### config.mk
export PLATFORM = sky130hd
export DESIGN_NAME = fifo_rd_stream_adapter
export DESIGN_NICKNAME = d
export VERILOG_FILES = /design/src/rtl/fifo_rd_pkg.sv /design/src/rtl/fifo_rd_skid_buf.sv /design/src/rtl/fifo_rd_stream_adapter.sv
export SDC_FILE = /design/constraint.sdc
export NUM_CORES = 1
export LEC_CHECK = 0
export CORE_MARGIN = 4
export CORE_UTILIZATION = 30
export DETAILED_ROUTE_END_ITERATION = 6
export GPL_ROUTABILITY_DRIVEN = 1
export MAX_ROUTING_LAYER = met4
export PLACE_DENSITY = 0.5
export SETUP_SLACK_MARGIN = 0.5
export SYNTH_ARGS = -nofsm -noshare
export SYNTH_HDL_FRONTEND = slang
export SYNTH_SLANG_ARGS = --single-unit
### constraint.sdc
create_clock -name rclk -period 14.9 [get_ports rclk]
set_clock_uncertainty 0.05 [all_clocks]
set_input_delay 2.98 -clock rclk [delete_from_list [all_inputs] [get_ports rclk]]
set_output_delay 2.98 -clock rclk [all_outputs]
set_load 0.005 [all_outputs]
### src/rtl/fifo_rd_pkg.sv
// Shared types and constants for the async-FIFO read-side stream adapter.
package fifo_rd_pkg;

   typedef enum logic [1:0] {
      ST_RUN     = 2'd0,
      ST_DRAIN   = 2'd1,
      ST_FLUSHED = 2'd2
   } rd_state_t;

   localparam int BUF_DEPTH = 3;
   localparam int PKT_CNT_W = 16;
   localparam int BEAT_W    = 16;

   // Circular pointer step over the 3-entry buffer.
   function automatic logic [1:0] ptr_inc(input logic [1:0] ptr);
      return (ptr == 2'(BUF_DEPTH - 1)) ? 2'd0 : ptr + 2'd1;
   endfunction

endpackage

### src/rtl/fifo_rd_skid_buf.sv
// Three-entry circular buffer between the FIFO read port and the output stream.
module fifo_rd_skid_buf
   import fifo_rd_pkg::*;
#(
   parameter int DATA_WIDTH = 32
) (
   input  logic                  rclk,
   input  logic                  sw_rst,
   input  logic                  push,
   input  logic [DATA_WIDTH-1:0] push_data,
   input  logic                  pop,
   output logic [DATA_WIDTH-1:0] head,
   output logic [1:0]            occ
);

   logic [DATA_WIDTH-1:0] mem [BUF_DEPTH];
   logic [1:0]            wr_ptr;
   logic [1:0]            rd_ptr;
   logic                  do_push;
   logic                  do_pop;

   assign do_pop  = pop && (occ != 2'd0);
   assign do_push = push && ((occ != 2'(BUF_DEPTH)) || do_pop);

   // NOTE: storage needs no reset; occ gates every read, so stale entries are never visible.
   always_ff @(posedge rclk) begin
      if (do_push) mem[wr_ptr] <= push_data;
   end

   always_ff @(posedge rclk) begin
      if (sw_rst) begin
         wr_ptr <= 2'd0;
         rd_ptr <= 2'd0;
         occ    <= 2'd0;
      end else begin
         if (do_push) wr_ptr <= ptr_inc(wr_ptr);
         if (do_pop)  rd_ptr <= ptr_inc(rd_ptr);
         case ({do_push, do_pop})
            2'b10:   occ <= occ + 2'd1;
            2'b01:   occ <= occ - 2'd1;
            default: occ <= occ;
         endcase
      end
   end

   assign head = (occ != 2'd0) ? mem[rd_ptr] : '0;

endmodule

### src/rtl/fifo_rd_stream_adapter.sv
// Drains the async FIFO read port into a framed valid/ready stream with flush handshake.
// Optional statistics outputs are enabled by defining FIFO_RD_STATS_EN.
module fifo_rd_stream_adapter
   import fifo_rd_pkg::*;
#(
   parameter int DATA_WIDTH    = 32,
   parameter int ADDRESS_WIDTH = 5,
   parameter int PKT_LEN       = 8
) (
   input  logic                   rclk,
   input  logic                   sw_rst,
   output logic                   read_enable,
   input  logic [DATA_WIDTH-1:0]  read_data,
   input  logic                   rdempty,
   input  logic [ADDRESS_WIDTH:0] rd_level,
   output logic                   m_valid,
   input  logic                   m_ready,
   output logic [DATA_WIDTH-1:0]  m_data,
   output logic                   m_last,
   input  logic                   flush_req,
   output logic                   flush_done,
   output logic [PKT_CNT_W-1:0]   pkt_count
`ifdef FIFO_RD_STATS_EN
   ,
   output logic [31:0]            stall_cycles,
   output logic [31:0]            starve_cycles,
   output logic [ADDRESS_WIDTH:0] max_rd_level
`endif
);

   localparam logic [BEAT_W-1:0] LAST_BEAT = BEAT_W'(PKT_LEN - 1);

   rd_state_t         state;
   logic              inflight;
   logic [1:0]        occ;
   logic [2:0]        fill;
   logic [BEAT_W-1:0] beat_idx;
   logic              pop;

   // Words held plus the one still in flight must never exceed the buffer.
   assign fill        = {1'b0, occ} + {2'b00, inflight};
   assign read_enable = (state == ST_RUN) && !flush_req && !rdempty &&
                        (fill < 3'(BUF_DEPTH));

   assign m_valid = (occ != 2'd0);
   assign m_last  = m_valid && (beat_idx == LAST_BEAT);
   assign pop     = m_valid && m_ready;

   fifo_rd_skid_buf #(
      .DATA_WIDTH(DATA_WIDTH)
   ) u_buf (
      .rclk      (rclk),
      .sw_rst    (sw_rst),
      .push      (inflight),
      .push_data (read_data),
      .pop       (pop),
      .head      (m_data),
      .occ       (occ)
   );

   // NOTE: all state here uses non-blocking assignments so every branch sees pre-edge values.
   always_ff @(posedge rclk) begin
      if (sw_rst) begin
         state      <= ST_RUN;
         flush_done <= 1'b0;
      end else begin
         case (state)
            ST_RUN: begin
               if (flush_req) state <= ST_DRAIN;
            end
            ST_DRAIN: begin
               if (!flush_req) begin
                  state <= ST_RUN;
               end else if ((occ == 2'd0) && !inflight) begin
                  state      <= ST_FLUSHED;
                  flush_done <= 1'b1;
               end
            end
            ST_FLUSHED: begin
               if (!flush_req) begin
                  state      <= ST_RUN;
                  flush_done <= 1'b0;
               end
            end
            default: begin
               state      <= ST_RUN;
               flush_done <= 1'b0;
            end
         endcase
      end
   end

   // Packet framing survives a flush so a partial packet resumes where it stopped.
   always_ff @(posedge rclk) begin
      if (sw_rst) begin
         inflight  <= 1'b0;
         beat_idx  <= '0;
         pkt_count <= '0;
      end else begin
         inflight <= read_enable;
         if (pop) begin
            if (m_last) begin
               beat_idx  <= '0;
               pkt_count <= pkt_count + PKT_CNT_W'(1);
            end else begin
               beat_idx <= beat_idx + BEAT_W'(1);
            end
         end
      end
   end

`ifdef FIFO_RD_STATS_EN
   always_ff @(posedge rclk) begin
      if (sw_rst) begin
         stall_cycles  <= '0;
         starve_cycles <= '0;
         max_rd_level  <= '0;
      end else begin
         if (m_valid && !m_ready && (stall_cycles != '1))
            stall_cycles <= stall_cycles + 32'd1;
         if ((state == ST_RUN) && rdempty && (occ == 2'd0) && (starve_cycles != '1))
            starve_cycles <= starve_cycles + 32'd1;
         if (rd_level > max_rd_level)
            max_rd_level <= rd_level;
      end
   end
`else
   logic unused_rd_level;
   assign unused_rd_level = ^rd_level;
`endif

endmodule

==> reports/results.txt <==
R2R depth = 4
post-detailed-route via-to-cell ratio = 4.85
Nets = 621
number of distinct library cells after synthesis = 40
Post-Layout Inst Area = 0.00748 sq mm
max-cap violation count = 0
cell depth of the worst min-delay path = 2
global-route wire length before repair = 20.7 mm
accumulated negative setup slack = 0 ps
number of enable-type register cells in the synthesized netlist = 96
setup repair after global routing missed its margin = false
top cells by area in the synthesized netlist = sky130_fd_sc_hd__edfxtp_1 (50%), sky130_fd_sc_hd__dfxtp_1 (15%), sky130_fd_sc_hd__nor2_1 (5.8%), sky130_fd_sc_hd__mux2i_1 (5.7%), sky130_fd_sc_hd__a21oi_1 (4.8%)
maximum clock insertion buffer count = 2
y dimension of the die = 147 um
required time of the critical path = 11870 ps
fin crit share = 0.500
worst-case headroom to the max-slew limit = 0.251
number of buffers created by CTS = 17
clock transition at the registers of the reported paths = 60 ps
WP data arrival = 4410 ps
final total power = 0.000894 W
vias in the first global route = 4004
number of routed nets with antenna violations = 0
worst slack at placement = 7450 ps
IO Port Bufs = 88
average cell area after synthesis = 11.8 sq um
Row Count = 50
result of the run = complete, no violations
slew at the pin closest to its max-slew limit = 1120 ps
starting utilization of the core area = 0.307
area added between synthesis and finish = 29.9%
Setup CP Type = in2out
CTS-repair resized insts = 0
main flop type after synthesis = sky130_fd_sc_hd__edfxtp_1
First-pass DRT Iterations = 5
sequential area share after synthesis = 0.654
area of the core = 0.0188 sq mm
post-route minimum period = 7440 ps
Clk Latency, worst-skew pair = 410 ps
number of pins exceeding their max-slew limit in the final report = 0
TritonCTS clock tree = yes
launching element of the worst setup path = flush_req
Global Route Usage Sum = 0.126
Total Die Area = 0.0215 sq mm
Clock H-tree levels = 4
Seq cells post-synth = 140
FF-to-FF Start = beat_idx[7]
Cell Area, Synth = 0.00576 sq mm
final hold slack = 442 ps
most numerous cell in the Yosys netlist = sky130_fd_sc_hd__edfxtp_1
number of fill cells = 1806
area leader, netlist = sky130_fd_sc_hd__edfxtp_1
most frequent cells after synthesis = sky130_fd_sc_hd__edfxtp_1 (96), sky130_fd_sc_hd__nor2_1 (89), sky130_fd_sc_hd__a21oi_1 (55), sky130_fd_sc_hd__dfxtp_1 (44), sky130_fd_sc_hd__mux2i_1 (33)
RR Endpoint = beat_idx[13]
PnR worst setup slack = 7460 ps
Leak = 2.41 nW
largest voltage drop on the vdd net = 0.0000787 V
synthesized netlist net count = 533
hold path startpoint = pkt_count[15]
placement-stage cell area = 0.00691 sq mm
Synth Warn # = 0
setup slack on the worst flop-to-flop path = 11860 ps
DRC marker count from the first detailed-route iteration = 150
Async S/R FF share, synth = 0
Setup violations, final = 0
global route total overflow = 0
count of antenna diodes in the layout = 0
CP max FO = 5
maximum achievable frequency = 134 MHz
final routed wire length divided by cell count = 15.3 um
Die X = 147 um
half-perimeter wire length of the detailed placement result = 7.91 mm
number of antenna violations at the first check in global routing = 0
clock sink count = 140
Critical Path Source Type = input pin
power density cells = 120 mW/mm^2
share of post-route cells with drive strength above 1 = 0.0784
Critical Path End Type = output pin
post-CTS setup buffers = 0
clk root buf = sky130_fd_sc_hd__clkbuf_16
largest net degree at the start of global routing = 65
Post-CTS Hold Buffers = 0
worst hold endpoint = pkt_count[15]
worst hold path type = reg2reg
Placer Congestion = 0.786
Via Count = 3983
io pins = 95
final wirelength = 12.6 mm
Remaining DRCs = 0
final count of hold timing violations = 0
top-area cell type share of the netlist area = 0.501
number of cells produced by synthesis = 486
[sequential cells by signal, summed over array words and instances, names as in the netlist, named ones only]
| register | cells |
|---|---|
| u_buf.rd_ptr | 2 |
| u_buf.wr_ptr | 2 |
| state | 2 |
| flush_done | 1 |
| u_buf.mem | 96 |
| beat_idx | 16 |
| inflight | 1 |
| u_buf.occ | 2 |
| pkt_count | 16 |
[stage by stage]
stage,instances,utilization
global route,821,0.399
detailed placement,789,0.368
global placement,789,0.368
CTS,821,0.399
floorplan,486,-
finish,821,0.399
[final cells by class]
type                            instances  area (sq um)  share of cell area
Clock buffer                           18           429              0.0574
Clock inverter                         14           145              0.0194
Timing Repair Buffer                   97           948               0.127
Multi-Input combinational cell        309          1860               0.249
Sequential cell                       140          3770               0.504
Tap cell                              234           293              0.0391
Inverter                                9          33.8             0.00452
[metal layers]
layer	GRT usage	part of all wire	vias to the layer above
li1	-	-	1969
met1	0.156	0.46	1910
met2	0.197	0.48	91
met3	0.0382	0.045	13
met4	0.0442	0.014	0
met5	-	0	-
[cells in the final DEF, fill, tap and decap left out, drive strengths merged, types with 9 or more instances in the layout]
master / Yosys / routed
nand2: 15 / 15
buf: 10 / 9
nand4: 9 / 9
clkdlybuf4s50: 0 / 88
inv: 9 / 12
clkbuf: 18 / 18
dfxtp: 44 / 44
o31ai: 11 / 11
nor4: 9 / 9
or4: 14 / 14
o21ai: 9 / 9
edfxtp: 96 / 96
xnor2: 12 / 12
mux2i: 33 / 33
a21oi: 55 / 55
nor2: 89 / 89
[worst max-delay path by stage]
stage | to | slack (ps)
after CTS | read_enable | 7450
after global placement | read_enable | 7490
after global routing | read_enable | 7380
after floorplan | u_buf.mem[0][0] | 7760
final | read_enable | 7460
after detailed placement | read_enable | 7450
[where the power goes]
| part | internal (W) | switching [W] |
|---|---|---|
| Combinational | 0.0000339 | 0.0000310 |
| Sequential | 0.000420 | 0.00000306 |
| Clock | 0.000246 | 0.000160 |
| Total | 0.000701 | 0.000194 |
[cells by family after synthesis]
kind of cell,count (synthesis),share of synthesized area
simple gates,173,0.149
flops,140,0.654
compound gates,82,0.0800
buf+inv,37,0.0248
mux,35,0.0613
xor+xnor,15,0.0228
fa+ha+maj,4,0.00869
[worst max-delay path: stages]
cell,delay (ps)
sky130_fd_sc_hd__clkdlybuf4s50_1,470
sky130_fd_sc_hd__nor4_1,390
sky130_fd_sc_hd__clkdlybuf4s50_1,570
Note: power is estimated with default switching activity, not from simulation.
